`src/rtl/alu_result_stage.sv`:
```
// Registered result stage behind the signed adder: 2-entry skid buffer,
// sticky overflow and saturating overflow counter. Optional clamp: ALU_RESULT_SAT_EN.
module alu_result_stage #(
  parameter int WIDTH = 32,
  parameter int CNT_W = 16
) (
  input  logic             clk,
  input  logic             rst_n,
  input  logic             in_valid,
  output logic             in_ready,
  input  logic [WIDTH-1:0] in_sum,
  input  logic             in_of,
  input  logic             in_cf,
  input  logic             in_zf,
  input  logic             in_nf,
  output logic             out_valid,
  input  logic             out_ready,
  output logic [WIDTH-1:0] out_data,
  output logic [3:0]       out_flags,
  output logic             sticky_of,
  input  logic             sticky_clr,
  output logic [CNT_W-1:0] ovf_count
);

  localparam int EW = WIDTH + 4;

  localparam logic [1:0] S_EMPTY = 2'd0;
  localparam logic [1:0] S_ONE   = 2'd1;
  localparam logic [1:0] S_TWO   = 2'd2;

  logic [1:0]       state_q, state_d;
  logic [EW-1:0]    main_q, main_d;
  logic [EW-1:0]    skid_q, skid_d;
  logic [EW-1:0]    in_word;
  logic             in_ready_q, out_valid_q;
  logic             sticky_q, sticky_d;
  logic [CNT_W-1:0] cnt_q, cnt_d;
  logic             accept, emit;

  assign accept = in_valid && in_ready_q;
  assign emit   = out_valid_q && out_ready;

`ifdef ALU_RESULT_SAT_EN
  // MSB=1 on overflow means the true result was positive.
  always_comb begin
    in_word = {in_nf, in_zf, in_cf, in_of, in_sum};
    if (in_of) begin
      if (in_sum[WIDTH-1])
        in_word = {2'b00, in_cf, in_of, 1'b0, {(WIDTH-1){1'b1}}};
      else
        in_word = {2'b10, in_cf, in_of, 1'b1, {(WIDTH-1){1'b0}}};
    end
  end
`else
  assign in_word = {in_nf, in_zf, in_cf, in_of, in_sum};
`endif

  always_comb begin
    state_d = state_q;
    main_d  = main_q;
    skid_d  = skid_q;
    unique case (state_q)
      S_EMPTY: begin
        if (accept) begin
          main_d  = in_word;
          state_d = S_ONE;
        end
      end
      S_ONE: begin
        if (accept && !emit) begin
          skid_d  = in_word;
          state_d = S_TWO;
        end else if (accept && emit) begin
          main_d  = in_word;
        end else if (emit) begin
          state_d = S_EMPTY;
        end
      end
      S_TWO: begin
        if (emit) begin
          main_d  = skid_q;
          state_d = S_ONE;
        end
      end
      default: state_d = S_EMPTY;
    endcase
  end

  // Set has priority over clear.
  assign sticky_d = (sticky_q && !sticky_clr) || (accept && in_of);

  always_comb begin
    cnt_d = cnt_q;
    if (accept && in_of && (cnt_q != {CNT_W{1'b1}}))
      cnt_d = cnt_q + 1'b1;
  end

  always_ff @(posedge clk or negedge rst_n) begin
    if (!rst_n) begin
      state_q     <= S_EMPTY;
      main_q      <= '0;
      skid_q      <= '0;
      in_ready_q  <= 1'b1;
      out_valid_q <= 1'b0;
      sticky_q    <= 1'b0;
      cnt_q       <= '0;
    end else begin
      state_q     <= state_d;
      main_q      <= main_d;
      skid_q      <= skid_d;
      in_ready_q  <= (state_d != S_TWO);
      out_valid_q <= (state_d != S_EMPTY);
      sticky_q    <= sticky_d;
      cnt_q       <= cnt_d;
    end
  end

  assign in_ready  = in_ready_q;
  assign out_valid = out_valid_q;
  assign out_data  = main_q[WIDTH-1:0];
  assign out_flags = main_q[EW-1:WIDTH];
  assign sticky_of = sticky_q;
  assign ovf_count = cnt_q;

endmodule

```
`config.mk`:
```
export PLATFORM = sky130hd
export DESIGN_NAME = alu_result_stage
export DESIGN_NICKNAME = d
export VERILOG_FILES = /design/src/rtl/alu_result_stage.sv
export SDC_FILE = /design/constraint.sdc
export NUM_CORES = 1
export LEC_CHECK = 0
export BUFFER_PORTS_ARGS = -buffer_cell sky130_fd_sc_hd__clkbuf_2
export CAP_MARGIN = 20
export CORE_ASPECT_RATIO = 0.75
export CORE_MARGIN = 1
export CORE_UTILIZATION = 40
export CTS_BUF_LIST = sky130_fd_sc_hd__clkbuf_4
export DETAILED_ROUTE_END_ITERATION = 10
export PLACE_DENSITY = 0.63
export SETUP_SLACK_MARGIN = 0.15
export SLEW_MARGIN = 15
export SYNTH_ARGS = -nofsm -noshare
export SYNTH_HDL_FRONTEND = slang
export SYNTH_SLANG_ARGS = --single-unit
```
`constraint.sdc`:
```
create_clock -name clk -period 1.95 [get_ports clk]
set_input_delay 0.195 -clock clk [delete_from_list [all_inputs] [get_ports clk]]
set_output_delay 0.195 -clock clk [all_outputs]
set_load 0.02 [all_outputs]
```
==> flow_summary.ini, run 1 <==
[layout]
fillers = 871
final_cells = 595
drive_gt1_share_pct = 29.4
syn2layout_area_growth_pct = 28.3
final_design_area_no_fill_sq_um = 5130
layout.nets = 503
layout_common_cells = 94 x clkbuf_2, 92 x dfrtp_1, 41 x nor2_1
layout_commonest_cell = clkbuf_2
antenna_cells = 0

[detailed_routing]
ant_nets = 0
drc = 0
dr.pass1.iters = 4
routed_wl_mm = 8.26
wl_per_cell_um = 13.9
vias = 2878
drt-initial-drc-count = 131
via_per_inst = 4.84

[sta]
timing.fmax_mhz = 592
rsz0062_at_grt = no
fin_ws_ns = 0.262
slew_headroom_pct = 64.7
tns_ns = 0
final-hold-violation-count = 0
setup_viol = 0
min_period_ns = 1.69
maxSlewViolCount = 0
finalClockSkew_ns = 0.0169
min_period_over_period_pct = 86.6
worstMarginPinSlew_ns = 0.529

[synth]
post_synth.cell_area_avg_sq_um = 12.4
synth_seq_cells = 93
synth.yosys.seq_area_share_pct = 58.2
ys_types = 35
synth_cells = 323
synthesis.area_sq_um = 4000
syn-num-nets = 365
yosys_warnings = 0

[grt]
grtUsageTotal_pct = 17.2
antenna_found_initial = 0
overflow = 0
grt_first_pass_wirelength_mm = 13.8
grt_pass1_vias = 2808
grt_max_degree = 51

[setup_path]
worstPathMaxFanout = 4
r2r_slack_ns = 0.26
reg2reg_depth = 5
worst_setup_path_end_kind = flip-flop
critPathKind = flip-flop to flip-flop
cp.required_ns = 2.28
arrival_ns = 2.02
rr_startpoint = ovf_count[0]
r2r-end = ovf_count[1]
start_kind = flip-flop

[die]
core_sq_um = 9700
core.rowCount = 31
ios = 96
die_w_um = 117
design.die.area_sq_um = 10400
start_util_pct = 41.3
die_h_um = 88.6

[clock_network]
clock-root-buffer = clkbuf_4
clock_sinks = 93
htreeDepth = 3
clock_path_buffers = 2
clock_latency_ns = 0.43
cts_tree = yes
cts_setup_buffers = 0
clk_pin_slew_ns = 0.13
cts-buffers-inserted = 9

[worst_hold_path]
hold_class = input pin to flip-flop
min_to = in_ready
hold_depth = 3
hold_path_startpoint = out_ready

[place]
portBuffers = 95
dpl_cell_area_sq_um = 4640
place_congestion = 0.792
dp_hpwl_mm = 5.47
dp_cells = 544
post-place-ws_ns = 0.263

[power]
p_leak_nw = 2.34
power.ir.vdd_worst_v = 0.000852
power_mw = 7.07
pwr_density_cell_nw_per_um2 = 1380

[status]
outcome = completed

[job]
cap_violations = 0
cell families (layout without fill, tap and decap cells):
| group | after synthesis | in the layout | synth area share [%] |
|---|---|---|---|
| flops | 93 | 93 | 58.2 |
| fa+ha+maj | 1 | 1 | 0.313 |
| mux | 73 | 73 | 19.5 |
| compound gates | 45 | 45 | 5.91 |
| simple gates | 80 | 80 | 9.91 |
| buf+inv | 17 | 157 | 3.10 |
| xor+xnor | 14 | 14 | 3.06 |
cells in the mapped netlist, drive strengths merged:
master	count	area (sq um)
nor2	44	170
dfstp	1	26.3
nand3	9	50.1
xnor2	9	78.8
or2	1	6.26
a21o	1	7.51
and2b	1	7.51
o21ai	1	5.00
o22ai	1	6.26
a22o	1	8.76
mux2	37	420
mux2i	36	360
xor2	5	43.8
inv	2	7.51
and3	4	25.0
a31oi	3	18.8
buf	15	116
nand2	11	43.8
and2	2	15.0
nand4	2	12.5
dfrtp	92	2300
ha	1	12.5
nor3	2	26.3
and4	4	40.0
a21oi	38	190
registers in the layout (all words and copies together) (netlist names):
name and cells:
out_valid 1, state_q 2, skid_q 36, sticky_of 1
ovf_count 16, main_q 36, in_ready 1
layout make-up:
class	count	area [sq um]	share of cell area (%)
inverter	2	7.51	0.146
multi-input combinational	213	1560	30.4
tap	132	165	3.22
clock buffer	9	67.6	1.32
timing repair buffer	142	963	18.8
clock inverter	4	42.5	0.828
sequential	93	2330	45.3
worst max-delay path by stage:
stage	cells after the start	slack, ns	to	from
floorplan	5	0.26	ovf_count[1]	ovf_count[0]
global placement	4	0.29	main_q[17]	state_q[0]
detailed placement	4	0.26	main_q[17]	state_q[0]
CTS	4	0.23	main_q[17]	state_q[0]
global route	5	0.16	ovf_count[5]	in_ready
finish	5	0.26	ovf_count[1]	ovf_count[0]
report_power, final:
group	internal [mW]	switching, mW
Clock	0.361	0.598
Sequential	2.77	0.487
Combinational	1.21	1.64
Total	4.34	2.72
per-stage QoR:
step	hold WS, ns	utilization [%]
after detailed placement	0.219	47.8
final	0.0588	53.0
after global placement	0.218	47.8
after floorplan	-0.101	-
after CTS	0.0103	52.9
after global routing	0.0265	53.0
metal layers:
metal,vias up,GRT usage [%],share of wire [%]
li1,1400,-,-
met1,1396,22.0,47
met2,67,27.5,45
met3,15,5.73,5.2
met4,0,6.64,1.9
met5,-,0,0
critical path, stage by stage (launching register included):
cell and delay (ns):
dfrtp_1 0.44, ha_1 0.24, and4_1 0.22, and4_4 0.21, nor2_2 0.17, mux2_4 0.32
what timing repair did:
item | 4_1_cts | 5_1_grt
setup endpoints to repair | 0 | 8
hold endpoints to repair | 74 | 0
gates resized for setup | 0 | 3
hold buffers | 38 | 0
Note: power is estimated with default switching activity, not from simulation.
==> run 2, diff against run 1 <==
--- a/config.mk
+++ b/config.mk
@@ -5,6 +5,7 @@
 export SDC_FILE = /design/constraint.sdc
 export NUM_CORES = 1
 export LEC_CHECK = 0
+export ABC_CLOCK_PERIOD_IN_PS = 1950
 export BUFFER_PORTS_ARGS = -buffer_cell sky130_fd_sc_hd__clkbuf_2
 export CAP_MARGIN = 20
 export CORE_ASPECT_RATIO = 0.75
@@ -12,7 +13,7 @@
 export CORE_UTILIZATION = 40
 export CTS_BUF_LIST = sky130_fd_sc_hd__clkbuf_4
 export DETAILED_ROUTE_END_ITERATION = 10
-export PLACE_DENSITY = 0.63
+export PLACE_DENSITY = 0.66
 export SETUP_SLACK_MARGIN = 0.15
 export SLEW_MARGIN = 15
 export SYNTH_ARGS = -nofsm -noshare
==> flow_summary.ini, run 2 (synthesis results as in run 1) <==
[layout]
antenna_cells = 0
final_cells = 600
layout_common_cells = 94 x clkbuf_2, 92 x dfrtp_1, 41 x nor2_1
layout_commonest_cell = clkbuf_2
drive_gt1_share_pct = 31.0
layout.nets = 505
syn2layout_area_growth_pct = 29.5

[detailed_routing]
drt-initial-drc-count = 114
vias = 2859
via_per_inst = 4.77
ant_nets = 0
dr.pass1.iters = 5
drc = 0
routed_wl_mm = 8.43
wl_per_cell_um = 14.0

[job]
cap_violations = 0

[sta]
slew_headroom_pct = 75.0
timing.fmax_mhz = 576
maxSlewViolCount = 0
final-hold-violation-count = 0
rsz0062_at_grt = yes
setup_viol = 0
tns_ns = 0
min_period_ns = 1.74
worstMarginPinSlew_ns = 0.374
finalClockSkew_ns = 0.0175
min_period_over_period_pct = 89.1

[grt]
grt_pass1_vias = 2841
overflow = 0
grt_first_pass_wirelength_mm = 13.7
grtUsageTotal_pct = 17.1
grt_max_degree = 50
antenna_found_initial = 0

[setup_path]
cpPeakStageDelay_ns = 0.57
r2r_slack_ns = 0.21
crit_chain = nand3_1 > nor2_2 > nand2_1 > nor2_1 > xor2_1
cp_top_family = simple AND/OR/NAND/NOR gates
cp.required_ns = 2.30
start_kind = flip-flop
critPathKind = flip-flop to flip-flop
arrival_ns = 2.09
cp_num_buf_inv = 0
slowest_stage = dfstp_2
worstPathMaxFanout = 5
worst_setup_path_end_kind = flip-flop

[die]
die_h_um = 88.6
start_util_pct = 41.3
design.die.area_sq_um = 10400
core_sq_um = 9700
core.rowCount = 31
die_w_um = 117
ios = 96

[clock_network]
cts_tree = yes
cts-buffers-inserted = 9
htreeDepth = 3
clock_path_buffers = 2
clock_sinks = 93
clk_pin_slew_ns = 0.14
clock_latency_ns = 0.44
clock-root-buffer = clkbuf_4

[power]
power.ir.vdd_worst_v = 0.000688
combPwrFrac_pct = 40.0
power.share.sequential_pct = 45.5
p_leak_nw = 2.36
clkPwrFrac_pct = 14.6
power_mw = 7.20
p_int_mw = 4.39
pwr_density_cell_nw_per_um2 = 1390
swShare_pct = 39.0
switchingPower_mw = 2.81

[place]
portBuffers = 95
place_congestion = 0.735
dp_hpwl_mm = 5.70
dp_cells = 544

[worst_hold_path]
hold_class = input pin to flip-flop

[status]
outcome = completed
==> run 2: power groups by stage <==
stage	Sequential [mW]	Combinational, mW	Clock, mW
after detailed placement	3.32	2.82	0
after global routing	3.39	3.16	1.18
after floorplan	3.77	1.45	0
final	3.27	2.88	1.05
after global placement	3.26	2.74	0
after CTS	3.27	2.88	1.11
==> run 2: area by class of cell <==
type                    count  area [sq um]
well taps                 132           165
flip-flops and latches     93          2330
repair buffers            144           970
clock inverters             7          75.1
multi-input cells         213          1570
fillers                   854          4510
inverters                   2          7.51
clock buffers               9          67.6
==> run 2: layer usage <==
metal  track usage [%]  part of all wire (%)
met1              21.4                    47
met4              5.01                  0.85
met2              28.9                    48
met5                 0                     0
met3              5.48                   4.9
==> run 2: worst paths after layout <==
check / start / endpoint / depth (start not counted)
worst max register to register: in_ready / ovf_count[5] / 5
worst max-delay path: in_ready / ovf_count[5] / 5
worst min-delay path: out_ready / in_ready / 3
worst min register to register: skid_q[25] / skid_q[25] / 1
min in group asynchronous: rst_n / main_q[34] / 2
max in group asynchronous: rst_n / main_q[15] / 3
==> run 2: tightest hold or removal path: stages <==
cell      delay [ns]
clkbuf_2        0.09
nand2_1         0.13
nand2_1         0.09
==> run 2: what timing repair did <==
action | CTS | global route
endpoints found under the hold margin | 120 | 0
hold buffers | 38 | 0
setup endpoints to repair | 0 | 25
setup buffers | 0 | 2
gates resized for setup | 0 | 5
==> run 2: metrics by stage <==
step | area [sq um] | setup WS, ns | hold slack, ns | util [%]
floorplan | 4000 | 0.260 | -0.101 | -
global placement | 4620 | 0.260 | 0.101 | 47.7
detailed placement | 4620 | 0.226 | 0.0998 | 47.7
CTS | 5150 | 0.175 | 0.00775 | 53.1
global route | 5180 | 0.0763 | 0.0360 | 53.4
finish | 5180 | 0.213 | 0.0561 | 53.4
